$ cat src/rtl/pipe_wb_stage_multi.sv
// MEM/WB pipeline register: LANES writeback slots with stall/flush control,
// forwarding lookups off the registered outputs, and a retired-instruction counter.

module pipe_wb_lane #(
  parameter int DATA_W     = 32,
  parameter int ADDR_W     = 5,
  parameter int ZERO_GUARD = 1
) (
  input  logic              clock,
  input  logic              reset,
  input  logic              i_hold,
  input  logic              i_bubble,
  input  logic              i_valid,
  input  logic              i_write,
  input  logic [ADDR_W-1:0] i_addr,
  input  logic [DATA_W-1:0] i_data,
  output logic              o_valid,
  output logic              o_write,
  output logic [ADDR_W-1:0] o_addr,
  output logic [DATA_W-1:0] o_data
);
  logic w_wr;
  assign w_wr = i_write & i_valid & ~((ZERO_GUARD != 0) && (i_addr == '0));

  always_ff @(posedge clock) begin
    if (reset || (!i_hold && i_bubble)) begin
      o_valid <= 1'b0;
      o_write <= 1'b0;
      o_addr  <= '0;
      o_data  <= '0;
    end else if (!i_hold) begin
      o_valid <= i_valid;
      o_write <= w_wr;
      o_addr  <= i_addr;
      o_data  <= i_data;
    end
  end
endmodule

module pipe_wb_stage_multi #(
  parameter int LANES      = 2,
  parameter int NUM_RD     = 2,
  parameter int DATA_W     = 32,
  parameter int ADDR_W     = 5,
  parameter int CNT_W      = 64,
  parameter int STALL_SRC  = 4,
  parameter int STALL_DST  = 5,
  parameter int ZERO_GUARD = 1
) (
  input  logic                     clock,
  input  logic                     reset,
  input  logic [5:0]               stall,
  input  logic                     flush,
  input  logic [LANES-1:0]         valid_i,
  input  logic [LANES-1:0]         write_i,
  input  logic [LANES*ADDR_W-1:0]  regw_addr_i,
  input  logic [LANES*DATA_W-1:0]  regw_data_i,
  output logic [LANES-1:0]         valid_o,
  output logic [LANES-1:0]         write_o,
  output logic [LANES*ADDR_W-1:0]  regw_addr_o,
  output logic [LANES*DATA_W-1:0]  regw_data_o,
  input  logic [NUM_RD*ADDR_W-1:0] rd_addr,
  output logic [NUM_RD-1:0]        fwd_hit,
  output logic [NUM_RD*DATA_W-1:0] fwd_data,
  output logic [CNT_W-1:0]         retired_o
);
  logic             w_hold, w_bubble, w_load;
  logic [CNT_W-1:0] w_pop;
  logic [CNT_W-1:0] r_retired;
  logic             w_unused_stall;

  // Downstream stall dominates: a held stage must not be flushed.
  assign w_hold         = stall[STALL_DST];
  assign w_bubble       = flush | stall[STALL_SRC];
  assign w_load         = !w_hold && !w_bubble;
  assign w_unused_stall = ^stall;

  for (genvar l = 0; l < LANES; l++) begin : g_lane
    pipe_wb_lane #(
      .DATA_W(DATA_W), .ADDR_W(ADDR_W), .ZERO_GUARD(ZERO_GUARD)
    ) u_lane (
      .clock   (clock),
      .reset   (reset),
      .i_hold  (w_hold),
      .i_bubble(w_bubble),
      .i_valid (valid_i[l]),
      .i_write (write_i[l]),
      .i_addr  (regw_addr_i[l*ADDR_W +: ADDR_W]),
      .i_data  (regw_data_i[l*DATA_W +: DATA_W]),
      .o_valid (valid_o[l]),
      .o_write (write_o[l]),
      .o_addr  (regw_addr_o[l*ADDR_W +: ADDR_W]),
      .o_data  (regw_data_o[l*DATA_W +: DATA_W])
    );
  end

  always_comb begin
    w_pop = '0;
    for (int l = 0; l < LANES; l++) w_pop = w_pop + CNT_W'(valid_i[l]);
  end

  always_ff @(posedge clock) begin
    if (reset)       r_retired <= '0;
    else if (w_load) r_retired <= r_retired + w_pop;
  end
  assign retired_o = r_retired;

  // Ascending lane scan so the youngest matching lane overwrites older ones.
  always_comb begin
    fwd_hit  = '0;
    fwd_data = '0;
    for (int r = 0; r < NUM_RD; r++) begin
      for (int l = 0; l < LANES; l++) begin
        if (write_o[l] && (rd_addr[r*ADDR_W +: ADDR_W] != '0) &&
            (regw_addr_o[l*ADDR_W +: ADDR_W] == rd_addr[r*ADDR_W +: ADDR_W])) begin
          fwd_hit[r]                  = 1'b1;
          fwd_data[r*DATA_W +: DATA_W] = regw_data_o[l*DATA_W +: DATA_W];
        end
      end
    end
  end
endmodule

$ cat config.mk
export PLATFORM = sky130hd
export DESIGN_NAME = pipe_wb_stage_multi
export DESIGN_NICKNAME = d
export VERILOG_FILES = /design/src/rtl/pipe_wb_stage_multi.sv
export SDC_FILE = /design/constraint.sdc
export NUM_CORES = 1
export LEC_CHECK = 0
export CAP_MARGIN = 0
export CORE_MARGIN = 2
export CORE_UTILIZATION = 40
export DETAILED_ROUTE_END_ITERATION = 8
export HOLD_SLACK_MARGIN = 0.1
export PLACE_DENSITY_LB_ADDON = 0.08
export SLEW_MARGIN = 20
export SYNTH_ARGS = -nofsm -noshare
export SYNTH_HDL_FRONTEND = slang
export SYNTH_SLANG_ARGS = --single-unit
export TNS_END_PERCENT = 100
$ cat constraint.sdc
create_clock -name clock -period 5.2 [get_ports clock]
set_input_delay 1.3 -clock clock [delete_from_list [all_inputs] [get_ports clock]]
set_output_delay 1.3 -clock clock [all_outputs]
set_load 0.03 [all_outputs]
==> flow_summary_export.csv <==
group,metric,value,unit
critical_path,r2r-end,"retired_o[62]",
sta,final-max-slew-violation-count,0,
sta,rsz0062_at_grt,"no",
final_layout,regArea,2843,um^2
sta,min_period,5.101,ns
clocking,cts_tree,"yes",
global_route,grtUsageTotal,24.41,%
final_layout,area_growth,56.49,%
critical_path,crit_type,"in -> out",
critical_path,rr_worst_depth,5,
floorplan,initial_core_util,40.64,%
global_route,first_global_vias,6350,
clocking,cts.sinks,142,
clocking,ctsHoldBuffers,0,
synthesis,ys.flop_type,"dfxtp_1",
drt,drtAntennaViolNets,0,
global_route,antenna_found_initial,1,
synthesis,syn_area,6715,um^2
clocking,clockBufferDepth,2,
global_route,globalRoute.totalOverflow,0,
sta,worst_slew_pin_slew,1.039,ns
final_layout,fillers,1482,
critical_path,worstPathRequired,3.90,ns
power,vdd_ir_drop_max,0.2204,mV
synthesis,yosys_warnings,0,
drt,drt_iter0_drc,294,
placed_design,post-place-cells,1239,
final_layout,drive_gt1_share,11.62,%
clocking,htree_levels,4,
sta,period_share,98.09,%
critical_path,end_kind,"output port",
power,clkPwrFrac,48.1,%
synthesis,syn_inst,747,
clocking,cts.clk_slew.worst_paths,0.06,ns
critical_path,crit_fanout,8,
clocking,clock-root-buffer,"clkbuf_16",
run,maxCapViolCount,0,
power,power_frac_seq,41.3,%
clocking,clock_latency,0.41,ns
floorplan,rows,47,
final_layout,fin_cells,1270,
floorplan,die_x,133.6,um
floorplan,die_area,17840,um^2
power,p_sw,637.5,uW
min_path,whs_endpoint,"retired_o[32]",
critical_path,r2r_slack,2.52,ns
critical_path,arrival,3.80,ns
final_layout,multiInputGateArea,3664,um^2
status,outcome,"finished clean",
clocking,post_cts_resized,0,
synthesis,synth_edf_count,0,
sta,slew_headroom,30.72,%
critical_path,crit-reg2reg-launch,"retired_o[33]",
power,swShare,22.98,%
drt,totalWireLength,22010,um
sta,final_hold_viol_count,0,
power,power_per_cell_area,263.9,nW/um^2
min_path,hp-start,"retired_o[32]",
drt,route.detailed.drc,0,
synthesis,synthesis.nets,846,
placed_design,dp_hpwl,15840,um
drt,first_pass_iters,5,
drt,via_count,6656,
sta,fmax,0.1961,GHz
floorplan,fp.coreArea,16520,um^2
floorplan,io_pins,305,
drt,wl_per_cell,17.33,um
power,combPwrFrac,10.5,%
power,power.leakage,3.990,nW
global_route,grt_max_degree,66,
sta,finalSetupTns,0,ns
synthesis,async_flop_share,0,%
final_layout,layout.nets,1137,
placed_design,port_buffers,300,
floorplan,die_h,133.6,um
synthesis,yosysSeqAreaShare,42.33,%
synthesis,avgSynthCellArea,8.990,um^2
sta,skew,0.007958,ns
synthesis,synth_cell_types,40,
min_path,min_path_type,"reg -> reg",
sta,setup_violations,0,
drt,vias_per_cell,5.241,
global_route,grt_pass1_wl,34300,um
placed_design,gp_congestion,0.8635,
min_path,hold-path-cell-count,2,
critical_path,crit_path_start_kind,"primary input",
clocking,postCtsSetupBuffers,0,
synthesis,ys_ff_latch,142,
power,internal_power,2.136,mW
clocking,numCtsBuffers,17,
final_layout,diodes,0,
-- layout make-up --
| type | instances | share of cell area, % |
|---|---|---|
| clock inverter | 11 | 1.798 |
| tap | 220 | 2.619 |
| multi-input combinational | 546 | 34.86 |
| inverter | 15 | 0.5358 |
| timing repair buffer | 316 | 28.79 |
| sequential | 142 | 27.05 |
| clock buffer | 20 | 4.346 |
-- through the flow --
| step | power, mW | util [%] | cell area, um^2 | setup slack, ns | hold WS [ns] |
|---|---|---|---|---|---|
| finish | 2.773 | 63.60 | 10510 | 0.09941 | 0.4884 |
| global route | 2.865 | 63.60 | 10510 | 0.0002811 | 0.5263 |
| detailed placement | 1.463 | 59.67 | 9861 | 0.1215 | 0.4784 |
| CTS | 2.800 | 63.58 | 10510 | 0.09867 | 0.4950 |
| global placement | 1.460 | 59.67 | 9861 | 0.1164 | 0.4624 |
| floorplan | 1.309 | - | 6715 | 1.008 | 0.4583 |
-- routing by layer --
| layer | GRT usage (%) | vias to the layer above | part of all wire, % |
|---|---|---|---|
| met3 | 8.600 | 26 | 7.4 |
| met1 | 27.94 | 3139 | 40 |
| li1 | - | 3296 | - |
| met5 | 0 | - | 0 |
| met4 | 8.983 | 0 | 2.1 |
| met2 | 42.01 | 195 | 50 |
-- how the worst max path moves through the flow --
stage,endpoint,depth (start not counted),startpoint
after global routing,fwd_data[26],8,rd_addr[2]
after detailed placement,fwd_data[29],8,rd_addr[2]
final,fwd_data[22],8,rd_addr[2]
after CTS,fwd_data[22],8,rd_addr[2]
after global placement,fwd_data[22],8,rd_addr[3]
after floorplan,fwd_data[10],6,rd_addr[1]
-- sequential cells by signal, summed over array words and instances, names as in the netlist --
register,count
retired_o,64
g_lane.u_lane.o_write,2
g_lane.u_lane.o_valid,2
g_lane.u_lane.o_data,64
g_lane.u_lane.o_addr,10
-- Yosys cell counts, types with 2 or more instances --
master    number  area [um^2]
dfxtp_1      142         2843
nor2_1       125        469.2
mux2i_1       74        740.7
a22o_1        63        551.8
a21oi_1       36        180.2
clkbuf_1      36        135.1
nand2_1       32        120.1
nand4_1       30        187.7
xor2_1        26        227.7
xnor2_1       23        201.4
o21ai_0       20        100.1
or3_1         19        118.9
nand3_1       18        90.09
or4_1         18        135.1
inv_1         15        56.30
o31ai_1       13        97.59
nor3_1         8        40.04
and3_1         7        43.79
nor4_1         5        31.28
and4_1         4        35.03
buf_1          4        15.01
buf_4          4        30.03
nor4_2         4        50.05
nand4b_1       3        26.28
nand2b_1       2        12.51
o211ai_1       2        15.01
-- power groups by stage --
stage / clock [mW] / combinational [mW] / sequential, mW
after floorplan: 0 / 0.0975 / 1.21
after global placement: 0 / 0.290 / 1.17
after detailed placement: 0 / 0.294 / 1.17
after CTS: 1.36 / 0.295 / 1.15
after global routing: 1.40 / 0.311 / 1.15
final: 1.33 / 0.293 / 1.15
-- logic make-up after synthesis --
| group | count (synthesis) | synth area share [%] |
|---|---|---|
| AOI/OAI and AO/OA | 138 | 14.57 |
| xor gates and xnor gates | 49 | 6.391 |
| adders and majority gates | 2 | 0.4844 |
| buffers and inverters | 59 | 3.521 |
| DFF | 142 | 42.33 |
| muxes | 74 | 11.03 |
| and+or+nand+nor | 283 | 21.67 |
-- critical path: stages --
cell and delay [ns]:
clkdlybuf4s50_1 0.54, or4_1 0.15, nor2_1 0.05, or4_1 0.59, nor2_2 0.20, buf_12 0.15
a22o_1 0.13, clkdlybuf4s50_1 0.67
-- placed cells by master (no fill, tap or decap), types with 13 or more instances in the layout --
cell type | synthesis | routed
buf_4 | 4 | 70
dfxtp_1 | 142 | 142
nand4_1 | 30 | 30
or4_1 | 18 | 18
xor2_1 | 26 | 26
xnor2_1 | 23 | 23
clkbuf_16 | 0 | 17
nand3_1 | 18 | 18
nand2_1 | 32 | 32
inv_1 | 15 | 15
mux2i_1 | 74 | 74
clkdlybuf4s50_1 | 0 | 240
or3_1 | 19 | 19
a21oi_1 | 36 | 36
nor2_1 | 125 | 123
a22o_1 | 63 | 63
o21ai_0 | 20 | 20
o31ai_1 | 13 | 13
No activity file was read; power rests on OpenSTA's default activity.
